--- config.mk ---
export PLATFORM = sky130hd
export DESIGN_NAME = sysx_slave_port_flat
export DESIGN_NICKNAME = d
export VERILOG_FILES = /design/src/rtl/sysx_pkg.sv /design/src/rtl/sysx_slave_port_if.sv /design/src/rtl/sysx_word_fifo.sv /design/src/rtl/sysx_slave_port.sv /design/src/flat_wrapper.sv
export SDC_FILE = /design/constraint.sdc
export NUM_CORES = 1
export LEC_CHECK = 0
export CAP_MARGIN = 10
export CORE_MARGIN = 2
export CORE_UTILIZATION = 35
export CTS_CLUSTER_SIZE = 12
export DETAILED_ROUTE_END_ITERATION = 10
export SETUP_SLACK_MARGIN = 0.2
export SLEW_MARGIN = 20
export SYNTH_ARGS = -nofsm -noshare
export SYNTH_HDL_FRONTEND = slang
export SYNTH_HIERARCHICAL = 1
export SYNTH_SLANG_ARGS = --single-unit
export TNS_END_PERCENT = 50
--- constraint.sdc ---
create_clock -name iClk -period 11.85 [get_ports iClk]
set_clock_uncertainty 0.05 [all_clocks]
set_input_delay 1.185 -clock iClk [delete_from_list [all_inputs] [get_ports iClk]]
set_output_delay 1.185 -clock iClk [all_outputs]
set_load 0.01 [all_outputs]
--- src/rtl/sysx_pkg.sv ---
// sysx_pkg: definitions shared by the sysX master and slave endpoints.
// The state numbering matches the master's pipeline stages.
package sysx_pkg;

    localparam int unsigned BYTE_W = 8;
    localparam int unsigned WORD_W = 32;

    localparam logic [1:0] SEL_IDLE = 2'd0;

    typedef enum logic [2:0] {
        ST_IDLE  = 3'd0,
        ST_LOAD  = 3'd1,
        ST_B0    = 3'd2,
        ST_B1    = 3'd3,
        ST_B2    = 3'd4,
        ST_B3    = 3'd5,
        ST_STORE = 3'd6
    } sysx_state_t;

    function automatic logic isByteState(input sysx_state_t s);
        return (s == ST_B0) || (s == ST_B1) || (s == ST_B2) || (s == ST_B3);
    endfunction

    // Byte lane served in a byte state; byte 0 is the least significant.
    function automatic logic [1:0] byteIdx(input sysx_state_t s);
        return 2'(s - ST_B0);
    endfunction

    function automatic logic [BYTE_W-1:0] laneOf(input logic [WORD_W-1:0] word,
                                                 input logic [1:0] idx);
        return word[idx*BYTE_W +: BYTE_W];
    endfunction

endpackage

--- src/rtl/sysx_slave_port_if.sv ---
// sysx_slave_port_if: sysX backplane signals seen by one peripheral.
// The master modport drives clock/select/MOSI; the slave modport drives MISO.
interface sysx_slave_port_if;
    import sysx_pkg::*;

    logic              iBusClock;
    logic [1:0]        iBusSelect;
    logic [BYTE_W-1:0] iBusMOSI;
    logic [BYTE_W-1:0] oBusMISO;
    logic              oBusMISOEnable;
    logic              oBusInterrupt;

    modport master (
        output iBusClock, iBusSelect, iBusMOSI,
        input  oBusMISO, oBusMISOEnable, oBusInterrupt
    );

    modport slave (
        input  iBusClock, iBusSelect, iBusMOSI,
        output oBusMISO, oBusMISOEnable, oBusInterrupt
    );
endinterface

--- src/rtl/sysx_word_fifo.sv ---
// sysx_word_fifo: synchronous word FIFO of configurable depth.
// Push and pop in the same cycle are both honoured, so a full FIFO stays full.
module sysx_word_fifo
    import sysx_pkg::*;
#(
    parameter int unsigned DEPTH = 4
) (
    input  logic              iClk,
    input  logic              iReset,
    input  logic              iPush,
    input  logic [WORD_W-1:0] iData,
    input  logic              iPop,
    output logic [WORD_W-1:0] oData,
    output logic              oFull,
    output logic              oEmpty
);

    localparam int unsigned PTR_W = (DEPTH > 1) ? $clog2(DEPTH) : 1;
    localparam int unsigned CNT_W = $clog2(DEPTH + 1);

    logic [WORD_W-1:0] mem [DEPTH];
    logic [PTR_W-1:0]  wrPtr;
    logic [PTR_W-1:0]  rdPtr;
    logic [CNT_W-1:0]  count;
    logic              doPush;
    logic              doPop;

    function automatic logic [PTR_W-1:0] nextPtr(input logic [PTR_W-1:0] p);
        return (p == PTR_W'(DEPTH - 1)) ? '0 : p + PTR_W'(1);
    endfunction

    assign oFull  = (count == CNT_W'(DEPTH));
    assign oEmpty = (count == '0);
    assign oData  = mem[rdPtr];
    assign doPop  = iPop && !oEmpty;
    assign doPush = iPush && (!oFull || doPop);

    // Storage, pointers and occupancy.
    always_ff @(posedge iClk) begin
        if (iReset) begin
            wrPtr <= '0;
            rdPtr <= '0;
            count <= '0;
        end else begin
            if (doPush) begin
                mem[wrPtr] <= iData;
                wrPtr      <= nextPtr(wrPtr);
            end
            if (doPop) begin
                rdPtr <= nextPtr(rdPtr);
            end
            case ({doPush, doPop})
                2'b10:   count <= count + CNT_W'(1);
                2'b01:   count <= count - CNT_W'(1);
                default: count <= count;
            endcase
        end
    end

endmodule

--- src/rtl/sysx_slave_port.sv ---
// sysx_slave_port: peripheral endpoint of the sysX bus. Reassembles 4-byte
// MOSI frames into words and returns a local TX word on MISO, LSB first.
// Optional build macro: SYSX_SLAVE_TX_FIFO_EN (4-entry TX FIFO instead of a
// single holding register).
module sysx_slave_port
    import sysx_pkg::*;
#(
    parameter logic [1:0]        SELECT_CODE = 2'd1,
    parameter logic [WORD_W-1:0] FILL_WORD   = 32'hFFFF_FFFF,
    parameter int unsigned       SYNC_STAGES = 2
) (
    input  logic                iClk,
    input  logic                iReset,
    sysx_slave_port_if.slave    bus,
    input  logic                iIrq,
    input  logic [WORD_W-1:0]   iTxData,
    input  logic                iTxValid,
    output logic                oTxReady,
    output logic [WORD_W-1:0]   oRxData,
    output logic                oRxValid,
    output logic                oTxUnderrun,
    output logic                oBusy
);

`ifdef SYSX_SLAVE_TX_FIFO_EN
    localparam int unsigned TX_DEPTH = 4;
`else
    localparam int unsigned TX_DEPTH = 1;
`endif

    logic [SYNC_STAGES-1:0] clkSync;
    logic [1:0]             selSync  [SYNC_STAGES];
    logic [BYTE_W-1:0]      mosiSync [SYNC_STAGES];
    logic                   clkPrev;
    logic                   clkS;
    logic [1:0]             selS;
    logic [BYTE_W-1:0]      mosiS;
    logic                   busRise;
    logic                   busFall;
    logic                   addressed;

    sysx_state_t            state;
    sysx_state_t            stateNext;
    logic [WORD_W-1:0]      shiftWord;
    logic [WORD_W-1:0]      rxBuf;
    logic                   enterLoad;
    logic                   enterStore;

    logic [WORD_W-1:0]      txData;
    logic                   txFull;
    logic                   txEmpty;
    logic                   txPush;
    logic                   txPop;

    assign clkS      = clkSync[SYNC_STAGES-1];
    assign selS      = selSync[SYNC_STAGES-1];
    assign mosiS     = mosiSync[SYNC_STAGES-1];
    assign busRise   = clkS && !clkPrev;
    assign busFall   = !clkS && clkPrev;
    assign addressed = (selS == SELECT_CODE);

    // Bus input synchronizers; the bus clock resets to its idle-high level.
    always_ff @(posedge iClk) begin
        if (iReset) begin
            clkSync <= '1;
            clkPrev <= 1'b1;
            for (int unsigned i = 0; i < SYNC_STAGES; i++) begin
                selSync[i]  <= SEL_IDLE;
                mosiSync[i] <= '0;
            end
        end else begin
            clkSync[0]  <= bus.iBusClock;
            selSync[0]  <= bus.iBusSelect;
            mosiSync[0] <= bus.iBusMOSI;
            for (int unsigned i = 1; i < SYNC_STAGES; i++) begin
                clkSync[i]  <= clkSync[i-1];
                selSync[i]  <= selSync[i-1];
                mosiSync[i] <= mosiSync[i-1];
            end
            clkPrev <= clkS;
        end
    end

    // Frame sequencing: deselect aborts from any state, bus-clock rises advance.
    always_comb begin
        stateNext = state;
        case (state)
            ST_IDLE: begin
                if (addressed) stateNext = ST_LOAD;
            end
            ST_STORE: begin
                if (!addressed)   stateNext = ST_IDLE;
                else if (busRise) stateNext = ST_LOAD;
            end
            default: begin
                if (!addressed)   stateNext = ST_IDLE;
                else if (busRise) stateNext = sysx_state_t'(state + 3'd1);
            end
        endcase
    end

    assign enterLoad  = (stateNext == ST_LOAD) && (state != ST_LOAD);
    assign enterStore = (stateNext == ST_STORE) && (state == ST_B3);
    assign txPop      = enterLoad && !txEmpty;
    assign oTxReady   = !txFull;
    assign txPush     = iTxValid && oTxReady;

    // State register, shift/RX words and registered bus/local outputs.
    always_ff @(posedge iClk) begin
        if (iReset) begin
            state              <= ST_IDLE;
            shiftWord          <= '0;
            rxBuf              <= '0;
            oRxData            <= '0;
            oRxValid           <= 1'b0;
            oTxUnderrun        <= 1'b0;
            oBusy              <= 1'b0;
            bus.oBusMISO       <= '0;
            bus.oBusMISOEnable <= 1'b0;
            bus.oBusInterrupt  <= 1'b0;
        end else begin
            state             <= stateNext;
            oBusy             <= (stateNext != ST_IDLE);
            oTxUnderrun       <= enterLoad && txEmpty;
            bus.oBusInterrupt <= iIrq;

            if (enterLoad) begin
                shiftWord <= txEmpty ? FILL_WORD : txData;
            end

            if (isByteState(state) && addressed && busFall) begin
                rxBuf[byteIdx(state)*BYTE_W +: BYTE_W] <= mosiS;
            end

            oRxValid <= enterStore;
            if (enterStore) begin
                oRxData <= rxBuf;
            end

            // MISO follows the state being entered so it is valid with that state.
            if (isByteState(stateNext)) begin
                bus.oBusMISO       <= laneOf(shiftWord, byteIdx(stateNext));
                bus.oBusMISOEnable <= 1'b1;
            end else begin
                bus.oBusMISO       <= '0;
                bus.oBusMISOEnable <= 1'b0;
            end
        end
    end

    sysx_word_fifo #(
        .DEPTH (TX_DEPTH)
    ) uTxStore (
        .iClk   (iClk),
        .iReset (iReset),
        .iPush  (txPush),
        .iData  (iTxData),
        .iPop   (txPop),
        .oData  (txData),
        .oFull  (txFull),
        .oEmpty (txEmpty)
    );

endmodule
--- src/flat_wrapper.sv ---
// flat-port wrapper written by rule: the top's interface ports become plain ports
module sysx_slave_port_flat import sysx_pkg::*;
#(
    parameter logic [1:0]        SELECT_CODE = 2'd1,
    parameter logic [WORD_W-1:0] FILL_WORD   = 32'hFFFF_FFFF,
    parameter int unsigned       SYNC_STAGES = 2
)
  (iClk, iReset, iIrq, iTxData, iTxValid, oTxReady, oRxData, oRxValid, oTxUnderrun, oBusy, bus_iBusClock, bus_iBusSelect, bus_iBusMOSI, bus_oBusMISO, bus_oBusMISOEnable, bus_oBusInterrupt);
  sysx_slave_port_if bus_i ();
  input  logic iClk;
  input  logic iReset;
  input  logic iIrq;
  input  logic [WORD_W-1:0] iTxData;
  input  logic iTxValid;
  output logic oTxReady;
  output logic [WORD_W-1:0] oRxData;
  output logic oRxValid;
  output logic oTxUnderrun;
  output logic oBusy;
  input wire logic [$bits(bus_i.iBusClock)-1:0] bus_iBusClock;
  input wire logic [$bits(bus_i.iBusSelect)-1:0] bus_iBusSelect;
  input wire logic [$bits(bus_i.iBusMOSI)-1:0] bus_iBusMOSI;
  output wire logic [$bits(bus_i.oBusMISO)-1:0] bus_oBusMISO;
  output wire logic [$bits(bus_i.oBusMISOEnable)-1:0] bus_oBusMISOEnable;
  output wire logic [$bits(bus_i.oBusInterrupt)-1:0] bus_oBusInterrupt;
  assign bus_i.iBusClock = bus_iBusClock;
  assign bus_i.iBusSelect = bus_iBusSelect;
  assign bus_i.iBusMOSI = bus_iBusMOSI;
  assign bus_oBusMISO = bus_i.oBusMISO;
  assign bus_oBusMISOEnable = bus_i.oBusMISOEnable;
  assign bus_oBusInterrupt = bus_i.oBusInterrupt;
  sysx_slave_port #(.SELECT_CODE(SELECT_CODE), .FILL_WORD(FILL_WORD), .SYNC_STAGES(SYNC_STAGES)) u_core (.iClk(iClk), .iReset(iReset), .bus(bus_i), .iIrq(iIrq), .iTxData(iTxData), .iTxValid(iTxValid), .oTxReady(oTxReady), .oRxData(oRxData), .oRxValid(oRxValid), .oTxUnderrun(oTxUnderrun), .oBusy(oBusy));
endmodule
==> results.md <==
* Status: finished, final reports clean
* Worst Path Buf+Inv at 3
* Leakage power at 2.76 nW
* I/O Buffers at 92
* Postcts setup bufs at 0
* Die X at 145 um
* #FFs+latches synth at 168
* Cts repair resizes at 0
* Final hold viol count at 0
* Max Cap Viol at 0
* Final hold slack at 0.380 ns
* Startpoint types: flop
* Routed WL per cell at 14.2 um
* Site Rows at 51
* Mean Syn Cell Area at 9.71 um^2
* Grt ovf at 0
* Most used cell along the critical path: buf_4
* Distinct cells, synth at 43
* Worst r2r src: u_core/state[0]
* CP Class: reg2reg
* Share of layout cells above drive strength 1 at 7.77%
* Final nets at 827
* IR drop worst, VDD at 0.108 mV
* CP arrival at 3.97 ns
* Layout fillers at 1915
* ANT cells at 0
* CP Data Required Time at 11.89 ns
* Setup crit end kind: flop
* Commonest non-fill, non-tap cell in the layout: dfxtp_1
* Iteration count of the initial detailed-routing pass at 5
* DR iter-0 viols at 338
* Total power draw at 0.00130 W
* R2R setup slack at 7.91 ns
* Global-route wire length before repair at 24.6 mm
* WHS Path Cells at 1
* Max Root-Sink Buffers at 2
* Fin. max-slew vios at 0
* CP peak stage delay at 0.54 ns
* Reg area at 3680 um^2
* GRT Total Usage at 14.9%
* Largest net degree at the start of global routing at 100
* Worst slew pin tran at 0.926 ns
* DR DRC count at 0
* Sequential area share after synthesis at 53.2%
* I/O Pins at 93
* Core area at 19500 um^2
* CTS Hold Bufs at 0
* HP Class: reg2reg
* CTS tree: built
* Worst-path cell chain: inv_1, ha_1, and2_1, nand2b_1, a221oi_2, buf_4, nand3_1, nor2_1, nor2b_4, nor3b_4, buf_4
* Final Cycle Share at 33.2%
* Die height at 145 um
* Warnings, synthesis at 6
* Power per cell area at 152 nW/um^2
* Initial antenna violation count at 0
* CTS clk-pin slew, worst paths at 0.06 ns
* Crit path time final at 3.94 ns
* Unrepaired setup endpoints after global routing: false
* Setup ws final at 7.91 ns
* CP max FO at 34
* Multi-input logic area at 2960 um^2
* Setup violation total in the final timing report at 0
* CTS Root Cell: clkbuf_16
* Via count at 5156
* Via density per instance at 4.91
* Initial Utilization at 35.6%
* Number of routed nets with antenna violations at 0
* Slew HR at 38.2%
* R2R cell count at 11
* Most frequent cells in the layout: dfxtp_1 (136), clkdlybuf4s50_1 (91), nand2b_1 (66)
* DP Area at 7980 um^2
* Area growth, synth to finish at 24.2%
* CTS Buf Count at 17
* Hold Crit Start: u_core/clkSync[0]
* Final instance area at 8600 um^2
* Post-Syn Nets at 767
* Setup TNS at 0 ns
* DP Worst Slack at 7.87 ns
* H-tree depth at 4
* Fmax at 254 MHz
* Vias in the first global route at 4892
* WHS Endpoint: u_core/clkSync[1]
* CTS sink cnt at 168
* Post-DP HPWL at 9.68 mm
* GP Congestion at 0.853
* Mapped Cells at 713
* Clock Latency Late Sink at 0.43 ns
* Reg2reg end: u_core/uTxStore/mem[0][5]
* Area of the die at 20900 um^2
* Crit path max-delay cell type: nand2b_1
* Final wirelength at 14.9 mm
* Worst path top cell family by delay: simple AND/OR/NAND/NOR gates
* Mapped Area at 6930 um^2
-- Yosys cell counts --
master	number	share of area, %
o2bb2ai_1	16	2.0
mux2_4	1	0.22
nor3_4	1	0.23
nor2b_1	25	2.3
ha_1	7	1.3
nand4_1	2	0.18
edfxtp_1	32	14
nand3_1	18	1.3
or2_2	13	1.2
nand2_1	41	2.2
clkbuf_1	48	2.6
a211oi_1	32	3.5
a2111o_1	1	0.16
a31oi_1	32	2.9
nor3b_2	1	0.18
inv_1	7	0.38
or4_1	1	0.11
nor2_1	55	3.0
o211ai_1	19	2.1
buf_6	4	0.65
o21a_1	1	0.11
o21ba_1	1	0.14
nand2b_1	66	6.0
a21oi_1	60	4.3
and2_1	1	0.090
and3_1	2	0.18
buf_2	2	0.14
o311a_1	2	0.29
dfxtp_1	136	39
o21ai_1	1	0.072
mux2i_1	32	4.6
o311ai_1	1	0.13
nor3_1	4	0.29
a221oi_2	1	0.22
buf_1	3	0.16
buf_4	3	0.33
nor4bb_1	1	0.14
nor4_1	2	0.18
mux2_2	1	0.16
nor2b_4	1	0.20
a21o_1	2	0.22
o21ai_0	33	2.4
nor3b_1	1	0.11
-- state kept, by name, summed over array words and instances (netlist names), 3 cells and up --
register             flops
u_core/rxBuf            32
u_core/uTxStore/mem     32
u_core/selSync           4
u_core/mosiSync         16
u_core/shiftWord        32
u_core/oRxData          32
u_core/bus.oBusMISO      8
u_core/state             3
-- worst max path at each step --
stage,from,endpoint,cells past startpoint
3_5_place_dp,u_core/state[0],u_core/shiftWord[18],8
2_1_floorplan,u_core/state[0],u_core/uTxStore/mem[0][0],13
6_report,u_core/state[0],u_core/uTxStore/mem[0][5],11
5_1_grt,u_core/state[0],u_core/uTxStore/mem[0][5],11
3_3_place_gp,u_core/state[0],u_core/shiftWord[6],8
4_1_cts,u_core/state[0],u_core/shiftWord[18],8
-- where the power goes --
group	leakage, nW	internal, W	switching, W
clock network	0.303	0.000349	0.000223
registers	1.40	0.000607	0.0000149
logic	1.06	0.0000491	0.0000608
total	2.76	0.00101	0.000298
-- through the flow --
step	utilization (%)	std cells
5_1_grt	44.2	1050
3_3_place_gp	41.0	1018
6_report	44.2	1050
3_5_place_dp	41.0	1018
4_1_cts	44.1	1049
2_1_floorplan	-	713
-- per-layer routing --
layer | vias to the layer above | part of all wire (%) | GRT usage (%)
met1 | 2371 | 46 | 19.2
met3 | 21 | 4.1 | 3.78
met4 | 0 | 1.6 | 5.62
met2 | 114 | 48 | 24.2
li1 | 2650 | - | -
met5 | - | 0 | 0
-- final cells by class --
| type | count | area share (%) |
|---|---|---|
| well taps | 265 | 3.85 |
| flip-flops and latches | 168 | 42.8 |
| repair buffers | 101 | 11.5 |
| inverters | 7 | 0.305 |
| clock buffers | 21 | 5.48 |
| multi-input cells | 478 | 34.4 |
| clock inverters | 10 | 1.63 |
-- kinds of logic (layout without fill, tap and decap cells) --
family	after synthesis	after routing	synth area share [%]
simple gates	235	235	17.8
compound gates	202	202	18.5
flops	168	168	53.2
buf+inv	67	139	4.26
mux	34	34	5.00
fa+ha+maj	7	7	1.26
Note: power is estimated with default switching activity, not from simulation.
